$ cat src/rtl/jtgng_rom_pkg.sv
// Shared types and constants for the ROM request arbiter.
package jtgng_rom_pkg;

  typedef enum logic [1:0] {
    ST_IDLE  = 2'd0,
    ST_READ  = 2'd1,
    ST_WRITE = 2'd2
  } arb_state_t;

  localparam logic [1:0] WMASK_NONE = 2'b00;
  localparam logic [1:0] WMASK_LO   = 2'b01;
  localparam logic [1:0] WMASK_HI   = 2'b10;

  // Odd byte addresses land in bits 7:0, even ones in bits 15:8.
  function automatic logic [1:0] byte_mask(input logic odd);
    return odd ? WMASK_LO : WMASK_HI;
  endfunction

endpackage

$ cat src/rtl/jtgng_rr_pick.sv
// Round-robin picker: first pending channel after the last one granted.
module jtgng_rr_pick #(
  parameter int CH = 4,
  localparam int IW = (CH > 1) ? $clog2(CH) : 1
) (
  input  logic [CH-1:0] pending,
  input  logic [IW-1:0] last,
  output logic [IW-1:0] grant,
  output logic          any
);

  logic [IW:0] cand;

  always_comb begin
    grant = '0;
    any   = 1'b0;
    cand  = '0;
    for (int unsigned k = 1; k <= CH; k++) begin
      cand = {1'b0, last} + (IW+1)'(k);
      if (cand >= (IW+1)'(CH)) cand = cand - (IW+1)'(CH);
      if (!any && pending[cand[IW-1:0]]) begin
        any   = 1'b1;
        grant = cand[IW-1:0];
      end
    end
  end

endmodule

$ cat src/rtl/jtgng_rom_arb.sv
// Shared ROM port arbiter: round-robin channel reads with a one-entry cache
// per channel, plus a one-entry write buffer for the ROM download stream.
module jtgng_rom_arb
  import jtgng_rom_pkg::*;
#(
  parameter int CH = 4,
  parameter int AW = 22,
  parameter int DW = 16
) (
  input  logic             clk,
  input  logic             rst_n,
  input  logic [CH-1:0]    ch_cs,
  input  logic [CH*AW-1:0] ch_addr,
  output logic [CH-1:0]    ch_ok,
  output logic [CH*DW-1:0] ch_dout,
  input  logic             downloading,
  input  logic             romload_wr,
  input  logic [AW:0]      romload_addr,
  input  logic [7:0]       romload_data,
  output logic             romload_ovf,
  output logic             mem_req,
  output logic             mem_we,
  output logic [AW-1:0]    mem_addr,
  output logic [DW-1:0]    mem_wdata,
  output logic [1:0]       mem_wmask,
  input  logic             mem_ack,
  input  logic [DW-1:0]    mem_rdata
);

  localparam int IW = (CH > 1) ? $clog2(CH) : 1;

  arb_state_t    state, state_nx;
  logic [IW-1:0] gnt_q, gnt_nx, last_grant, last_nx, pick;
  logic          any, fill, wr_clear;
  logic          req_nx, we_nx;
  logic [AW-1:0] addr_nx;
  logic [DW-1:0] wdata_nx;
  logic [1:0]    wmask_nx;

  logic [AW-1:0] tag  [CH];
  logic [DW-1:0] data [CH];
  logic [AW-1:0] addr_arr [CH];
  logic [CH-1:0] valid, pending;
  logic          dl_q, dl_fall;

  logic          buf_full;
  logic [AW:0]   buf_addr, src_addr;
  logic [7:0]    buf_data, src_data;

  // Treat the cache as empty in the very cycle downloading falls, so no stale
  // hit is reported before the registered clear takes effect.
  assign dl_fall = dl_q & ~downloading;

  for (genvar i = 0; i < CH; i++) begin : g_ch
    assign addr_arr[i] = ch_addr[i*AW +: AW];
    assign ch_ok[i] = ch_cs[i] & valid[i] & ~dl_fall & ~downloading &
                      (tag[i] == addr_arr[i]);
    assign ch_dout[i*DW +: DW] = data[i];
  end

  assign pending = ch_cs & ~ch_ok & {CH{~downloading}};

  jtgng_rr_pick #(.CH(CH)) u_pick (
    .pending (pending),
    .last    (last_grant),
    .grant   (pick),
    .any     (any)
  );

  // A byte arriving while idle goes straight out without waiting a cycle.
  assign src_addr = buf_full ? buf_addr : romload_addr;
  assign src_data = buf_full ? buf_data : romload_data;

  always_comb begin
    state_nx = state;
    gnt_nx   = gnt_q;
    last_nx  = last_grant;
    req_nx   = mem_req;
    we_nx    = mem_we;
    addr_nx  = mem_addr;
    wdata_nx = mem_wdata;
    wmask_nx = mem_wmask;
    fill     = 1'b0;
    wr_clear = 1'b0;
    case (state)
      ST_IDLE: begin
        if (buf_full || romload_wr) begin
          state_nx = ST_WRITE;
          req_nx   = 1'b1;
          we_nx    = 1'b1;
          addr_nx  = src_addr[AW:1];
          wdata_nx = {src_data, src_data};
          wmask_nx = byte_mask(src_addr[0]);
        end else if (any) begin
          state_nx = ST_READ;
          req_nx   = 1'b1;
          we_nx    = 1'b0;
          addr_nx  = addr_arr[pick];
          wmask_nx = WMASK_NONE;
          gnt_nx   = pick;
        end
      end
      ST_READ: begin
        if (mem_ack) begin
          fill     = 1'b1;
          req_nx   = 1'b0;
          last_nx  = gnt_q;
          state_nx = ST_IDLE;
        end
      end
      ST_WRITE: begin
        if (mem_ack) begin
          wr_clear = 1'b1;
          req_nx   = 1'b0;
          we_nx    = 1'b0;
          state_nx = ST_IDLE;
        end
      end
      default: state_nx = ST_IDLE;
    endcase
  end

  always_ff @(posedge clk or negedge rst_n) begin
    if (!rst_n) begin
      state      <= ST_IDLE;
      gnt_q      <= '0;
      last_grant <= IW'(CH-1);
      mem_req    <= 1'b0;
      mem_we     <= 1'b0;
      mem_addr   <= '0;
      mem_wdata  <= '0;
      mem_wmask  <= WMASK_NONE;
    end else begin
      state      <= state_nx;
      gnt_q      <= gnt_nx;
      last_grant <= last_nx;
      mem_req    <= req_nx;
      mem_we     <= we_nx;
      mem_addr   <= addr_nx;
      mem_wdata  <= wdata_nx;
      mem_wmask  <= wmask_nx;
    end
  end

  always_ff @(posedge clk or negedge rst_n) begin
    if (!rst_n) begin
      valid <= '0;
      tag   <= '{default: '0};
      data  <= '{default: '0};
      dl_q  <= 1'b0;
    end else begin
      dl_q <= downloading;
      if (fill) begin
        tag[gnt_q]   <= mem_addr;
        data[gnt_q]  <= mem_rdata;
        valid[gnt_q] <= 1'b1;
      end
      if (dl_fall) valid <= '0;
    end
  end

  always_ff @(posedge clk or negedge rst_n) begin
    if (!rst_n) begin
      buf_full    <= 1'b0;
      buf_addr    <= '0;
      buf_data    <= '0;
      romload_ovf <= 1'b0;
    end else begin
      if (romload_wr && (!buf_full || wr_clear)) begin
        buf_full <= 1'b1;
        buf_addr <= romload_addr;
        buf_data <= romload_data;
      end else if (wr_clear) begin
        buf_full <= 1'b0;
      end
      if (romload_wr && buf_full && !wr_clear) romload_ovf <= 1'b1;
    end
  end

endmodule
$ cat config.mk
export PLATFORM = sky130hd
export DESIGN_NAME = jtgng_rom_arb
export DESIGN_NICKNAME = d
export VERILOG_FILES = /design/src/rtl/jtgng_rom_pkg.sv /design/src/rtl/jtgng_rr_pick.sv /design/src/rtl/jtgng_rom_arb.sv
export SDC_FILE = /design/constraint.sdc
export NUM_CORES = 1
export LEC_CHECK = 0
export ABC_AREA = 0
export ABC_CLOCK_PERIOD_IN_PS = 3800
export CAP_MARGIN = 20
export CORE_ASPECT_RATIO = 1.2
export CORE_MARGIN = 8
export CORE_UTILIZATION = 34
export DETAILED_ROUTE_END_ITERATION = 12
export DONT_BUFFER_PORTS = 1
export GPL_ROUTABILITY_DRIVEN = 0
export HOLD_SLACK_MARGIN = 0.08
export PLACE_DENSITY_LB_ADDON = 0.1
export SLEW_MARGIN = 10
export SYNTH_ARGS = -nofsm -noshare
export SYNTH_HDL_FRONTEND = slang
export SYNTH_SLANG_ARGS = --single-unit
$ cat constraint.sdc
create_clock -name clk -period 3.8 [get_ports clk]
set_clock_uncertainty 0.15 [all_clocks]
set_input_delay 0.38 -clock clk [delete_from_list [all_inputs] [get_ports clk]]
set_output_delay 0.38 -clock clk [all_outputs]
set_load 0.02 [all_outputs]
# After elaboration in Yosys (flattened, before gate mapping)
# Cells that the tools add are included.
# classes
n_addsub	8
mux	56
order_cmp	13
bitwise	26
n_eq_ne	9
n_reduce_logical	29
# ops
cell	n
$mux W22	5
$bwmux W88	1
$eq A22 B22 Y1	4
$bwmux W64	1
$bmux W22 S2	1
$demux W22 S2	1
$demux W16 S2	1
$mux W2	14
$mux W23	1
$mux W1	19
$ge A3 B3 Y1 const B	6
$and A1 B1 Y1	17
$mux W16	1
$lt A2 B3 Y1 const B	5
$reduce_bool A2 Y1	5
$reduce_and A3 Y1	3
$and A4 B4 Y4	2
$bmux W1 S2	4
$logic_and A1 B1 Y1	8
$mux W4	2
$mux W8	1
$reduce_and A2 Y1	4
$sub A2 B1 Y2 const B	4
$add A2 B2 Y3 const B	2
other kinds (20)	29
# word_totals
regBits	238
output_inout_bits	111

# Logic depth before layout (Yosys ltp)
# depth
depth_word	27
mapped_depth	11

# Hierarchy
# A second synthesis with hierarchy kept.
# unflattened
hier_cells	805
hier_area_um2	10919.2
# modules_own_cells
mod	area_each_um2	cells_per_inst	seq_area_each_um2	instances
jtgng_rom_arb	10827.9	791	5758.0	1
jtgng_rr_pick	91.3	14	0.0	1

# Worst setup path after synthesis
# OpenSTA, ideal clock, no wires.
# synth_timing
path_type	input-to-reg
from	in downloading
to	reg mem_addr[13]
arrival_time_ns	2.389
setup_ns	0.135
required_ns	3.515
stages	11
path_slack_ns	1.126
path_cell_list	buf_6 > nand4bb_4 > nor4_1 > nand4b_1 > o21ai_2 > o211ai_1 > a222oi_1 > buf_6 > buf_12 > mux2i_1 > o221ai_2
# synth_via
elab_chain_len	27
# synth_lines
item	line_no	text
start: declaration	jtgng_rom_arb.sv:16	input logic downloading,
$not A1 Y1 (*)	jtgng_rom_arb.sv:52, jtgng_rom_arb.sv:56, jtgng_rom_arb.sv:61	
$and A1 B1 Y1	jtgng_rom_arb.sv:52	assign dl_fall = dl_q & ~downloading;
$not A1 Y1	jtgng_rom_arb.sv:56	assign ch_ok[i] = ch_cs[i] & valid[i] & ~dl_fall & ~downloading &
$and A1 B1 Y1 (3 in a row)	jtgng_rom_arb.sv:56	
$not A4 Y4	jtgng_rom_arb.sv:61	assign pending = ch_cs & ~ch_ok & {CH{~downloading}};
$and A4 B4 Y4	jtgng_rom_arb.sv:61	
$and A4 B4 Y4 (*)	jtgng_rom_arb.sv:61	
$bmux W1 S2	jtgng_rr_pick.sv:21	if (!any && pending[cand[IW-1:0]]) begin
[... 8 more ...]	-	
$logic_not A1 Y1	jtgng_rr_pick.sv:21	
$logic_and A1 B1 Y1	jtgng_rr_pick.sv:21	
$mux W2	jtgng_rr_pick.sv:21	
$not A2 Y3 (not written as such)	jtgng_rom_arb.sv:98	addr_nx = addr_arr[pick];
$bmux W22 S2	jtgng_rom_arb.sv:98	
$mux W22 (not written as such) (2 in a row)	jtgng_rom_arb.sv:98	
$mux W22	jtgng_rom_arb.sv:94	end else if (any) begin
$mux W22	jtgng_rom_arb.sv:87	if (buf_full || romload_wr) begin
end signal: assignment	jtgng_rom_arb.sv:139	mem_addr <= addr_nx;
end: declaration	jtgng_rom_arb.sv:23	output logic [AW-1:0] mem_addr,
# Mark *: on every way between the ends. The rest lies on a longest branch, timed or not. The select of a mux whose other input is x is not followed.
# A chain may end at the register's enable or synchronous reset.

# Worst setup path after layout
# layout_timing
from	reg dl_q
to	reg mem_addr[18]
# layout_via
elab_chain_len	26
# layout_lines
item	line_no	text
start: declaration	jtgng_rom_arb.sv:44	logic dl_q, dl_fall;
start signal: assignment	jtgng_rom_arb.sv:152	dl_q <= downloading;
$and A1 B1 Y1 (*)	jtgng_rom_arb.sv:52	
$not A1 Y1 (*)	jtgng_rom_arb.sv:56	
$and A1 B1 Y1 (3 in a row)	jtgng_rom_arb.sv:56	
$not A4 Y4 (*)	jtgng_rom_arb.sv:61	
$and A4 B4 Y4 (*) (2 in a row)	jtgng_rom_arb.sv:61	
$bmux W1 S2	jtgng_rr_pick.sv:21	
$mux W1 (not written as such)	jtgng_rr_pick.sv:21	
$mux W1	jtgng_rr_pick.sv:21	
[... 6 more ...]	-	
$logic_not A1 Y1	jtgng_rr_pick.sv:21	
$logic_and A1 B1 Y1	jtgng_rr_pick.sv:21	
$mux W2	jtgng_rr_pick.sv:21	
$not A2 Y3 (not written as such)	jtgng_rom_arb.sv:98	
$bmux W22 S2	jtgng_rom_arb.sv:98	
$mux W22 (not written as such) (2 in a row)	jtgng_rom_arb.sv:98	
$mux W22	jtgng_rom_arb.sv:94	
$mux W22	jtgng_rom_arb.sv:87	
# Marks and branches as above.

==> implementation parameters <==
Parameter                              Value

Timing
  Accumulated negative setup slack ... 0 ns
  Post-route worst setup slack ... approximately 0.34 ns
  Highest clock rate ... 0.289 GHz
  Count of final max-slew check failures ... 0
  Setup violations, final ... 0
  Actual slew at the worst max-slew pin ... 0.974 ns
  Final clock period utilization by the worst path ... about nine tenths
  Endpoints failing hold ... 230
  RSZ-0062 raised after global routing ... no
  Remaining max-slew budget at the tightest pin ... between 30% and 40%
  Worst hold slack after final layout ... -0.593 ns
  Shortest period the worst path allows ... ~3.5 ns

Worst setup path
  Worst r2r dst ... mem_addr[18]
  Slowest stage cell on the critical path ... sky130_fd_sc_hd__a222oi_1
  Kind of cell adding the most delay to the critical path ... compound AO/OA/AOI/OAI gates
  Worst path max stage delay ... 0.80 ns
  Arrival time at the worst endpoint ... about 3.7 ns
  Biggest fanout along the worst timing path ... 25
  Nature of the critical path startpoint ... flip-flop
  Worst-case reg-to-reg path depth ... 9
  Minimum setup slack among reg-to-reg paths ... 0.34 ns
  Critical path class ... reg2reg
  Worst Setup End Kind ... flip-flop
  Data required time at the worst endpoint ... 4.06 ns
  Logic depth of the worst path, buffers included ... 9
  Reg2Reg Launch Point ... dl_q
  Ordered cell list for the critical path ... nand4bb_4, nor4_2, nand4_1, o21ai_0, nor2_1, a222oi_1, buf_12, mux2i_1, o221ai_2
  Buffering stage count on the worst path with inverters included ... 1

Pwr
  Total power of the final layout ... 9.19 mW
  Power density cells ... 664 nW/um^2
  Highest ir drop seen on vdd ... ~350 uV
  Leakage component of the power ... 6.45 nW

Global routing
  Overall track demand over capacity in global routing ... 19.2%
  Antenna violations before repair ... 0
  Number of global-route vias before repair ... roughly 8.4k
  Global-route congestion overflow total ... 0
  Maximum number of pins on one net before global-route repair ... 231
  First-pass GRT wire length ... ~56000 um

Route
  DRC violation count after routing ... 0
  Iteration-0 DRC Markers ... 344
  Antenna violation net count after detailed routing ... 0
  Total wire length after detailed routing ... 38100 um
  Via count ... about 7.6k
  Ratio of routed vias to standard cells ... between 5 and 6
  Drt wl/cell ... 27.4 um
  Total iterations of the first detailed-routing run ... 5

Logic synthesis
  Number of unique standard cell types used by synthesis ... 52
  Synthesis Warnings ... 0
  Number of storage elements in the synthesis netlist ... between 200 and 250
  Leading register cell type out of synthesis ... sky130_fd_sc_hd__dfrtp_1
  Synth Net Count ... around 1000
  Syn_area_per_cell ... 13.4 um^2
  Number of enable flip-flop cells after synthesis ... 0
  Share of synthesized registers carrying an async set or reset ... 100%
  Summed instance area of the synthesized netlist ... approximately 11000 um^2
  Mapped Cells ... 827
  Seq/Total Area, Yosys ... 51.8%

Clock tree
  CTS Buffer Depth ... 3
  Clock tree from TritonCTS ... done
  Post-CTS setup buffer count ... 0
  Worst-Skew Late Latency ... 0.53 ns
  Number of cells upsized or downsized after cts ... 0
  CTS buffer count ... 26
  Number of levels in the clock H-tree ... 1
  Clock transition at the registers of the reported paths ... 0.06 ns
  Post-CTS Hold Fix Bufs ... 139
  Clock root buffer ... sky130_fd_sc_hd__clkbuf_16
  Sink Count ... 230

Cells and area
  Final core utilization ... 42.9%
  Total number of nets in the final design ... 1113
  Final cell count without fillers ... 1390
  Fraction of layout cells with a size suffix above 1 ... 29.4%
  Ant diodes ... 0
  Most common cell after layout, fill and taps aside ... sky130_fd_sc_hd__dfrtp_1
  Area Overhead vs Synth ... 24.4%
  Top library cells by usage in the layout, fill and taps aside ... sky130_fd_sc_hd__dfrtp_1, sky130_fd_sc_hd__mux2_2, sky130_fd_sc_hd__dlygate4sd3_1, sky130_fd_sc_hd__xor2_1, sky130_fd_sc_hd__mux2i_1

Placed design
  Setup slack at placement ... roughly 0.43 ns
  Total instance count after detailed placement ... 1205
  Placed wire-length estimate ... 26700 um
  # port buffers ... 0

Floorplanning
  FP Rows ... 72
  Y dimension of the die ... 214 um
  IO Pins ... 255
  CORE AREA ... 32300 um^2
  Die width ... 181 um
  Area of the die ... 38800 um^2
  Initial core utilization ... 34.5%

Status
  Outcome ... complete, but fails checks
  Violated checks ... hold timing

Flow run
  Max-Cap Viols ... 0

Min path
  Classification of the worst-slack hold path ... in2async
-- state kept, by name, indices dropped and copies added (netlist names) --
| signal | cells |
|---|---|
| tag | 88 |
| mem_we | 1 |
| ch_dout | 64 |
| last_grant | 2 |
| valid | 4 |
| mem_wdata | 8 |
| buf_data | 8 |
| buf_addr | 23 |
| mem_wmask | 2 |
| dl_q | 1 |
| gnt_q | 2 |
| mem_addr | 22 |
| mem_req | 1 |
| state | 2 |
| romload_ovf | 1 |
| buf_full | 1 |
-- cell type report --
class                           instances  area, um^2
Clock buffer                           32         724
Clock inverter                         14         198
Fill cell                            2987       18400
Inverter                                9        33.8
Multi-Input combinational cell        537        5030
Sequential cell                       230        5760
Tap cell                              407         509
Timing Repair Buffer                  161        1580
-- Yosys cell counts, types with 8 or more instances --
master                       n  area share [%]
sky130_fd_sc_hd__a22oi_1    23             1.6
sky130_fd_sc_hd__a22o_1     22             1.7
sky130_fd_sc_hd__nor4_1     25             1.4
sky130_fd_sc_hd__nor2_1     10            0.34
sky130_fd_sc_hd__mux2_2    184              19
sky130_fd_sc_hd__buf_4       8            0.54
sky130_fd_sc_hd__dfrtp_1   228              51
sky130_fd_sc_hd__xor2_1     79             6.2
sky130_fd_sc_hd__mux2i_1    54             4.9
sky130_fd_sc_hd__inv_1       9            0.30
sky130_fd_sc_hd__o221ai_2   21             2.8
sky130_fd_sc_hd__o21ai_0    10            0.45
sky130_fd_sc_hd__nand2_1    27            0.91
sky130_fd_sc_hd__xnor2_1     9            0.71
sky130_fd_sc_hd__clkbuf_1   28            0.95
-- cell families after synthesis --
| logic type | after synthesis | share of synthesized area [%] |
|---|---|---|
| fa+ha+maj | 4 | 0.450 |
| mux | 238 | 23.5 |
| simple gates | 101 | 5.50 |
| buf+inv | 60 | 3.08 |
| flops | 230 | 51.8 |
| xor+xnor | 88 | 6.93 |
| compound gates | 106 | 8.74 |
-- report_power, final --
part	switching, mW	leakage [nW]	total (mW)	internal [mW]
Combinational	1.08	2.96	2.23	1.15
Sequential	1.12	3.03	4.27	3.15
Clock	1.01	0.459	2.69	1.68
Total	3.21	6.45	9.19	5.98
-- metal layers --
layer  wire length, um  track usage, %
met3              3450            6.73
met2             19400            33.8
met1             13800            20.8
met5                 0               0
met4              1450            7.94
-- stage by stage --
stage | hold slack [ns] | instance area, um^2
final | -0.593 | 13800
after floorplan | -0.0656 | 11100
after CTS | -0.630 | 13800
after detailed placement | -0.0556 | 11500
after global placement | -0.0496 | 11500
after global routing | -0.621 | 13800
-- how the worst max path moves through the flow --
stage                startpoint            to  slack [ns]
floorplan           downloading  mem_addr[13]        1.13
global placement           dl_q  mem_addr[13]        0.40
detailed placement         dl_q  mem_addr[13]        0.43
CTS                     tag[49]  mem_addr[13]        0.41
global route               dl_q  mem_addr[18]        0.14
finish                     dl_q  mem_addr[18]        0.34
No activity file was read; power rests on OpenSTA's default activity.
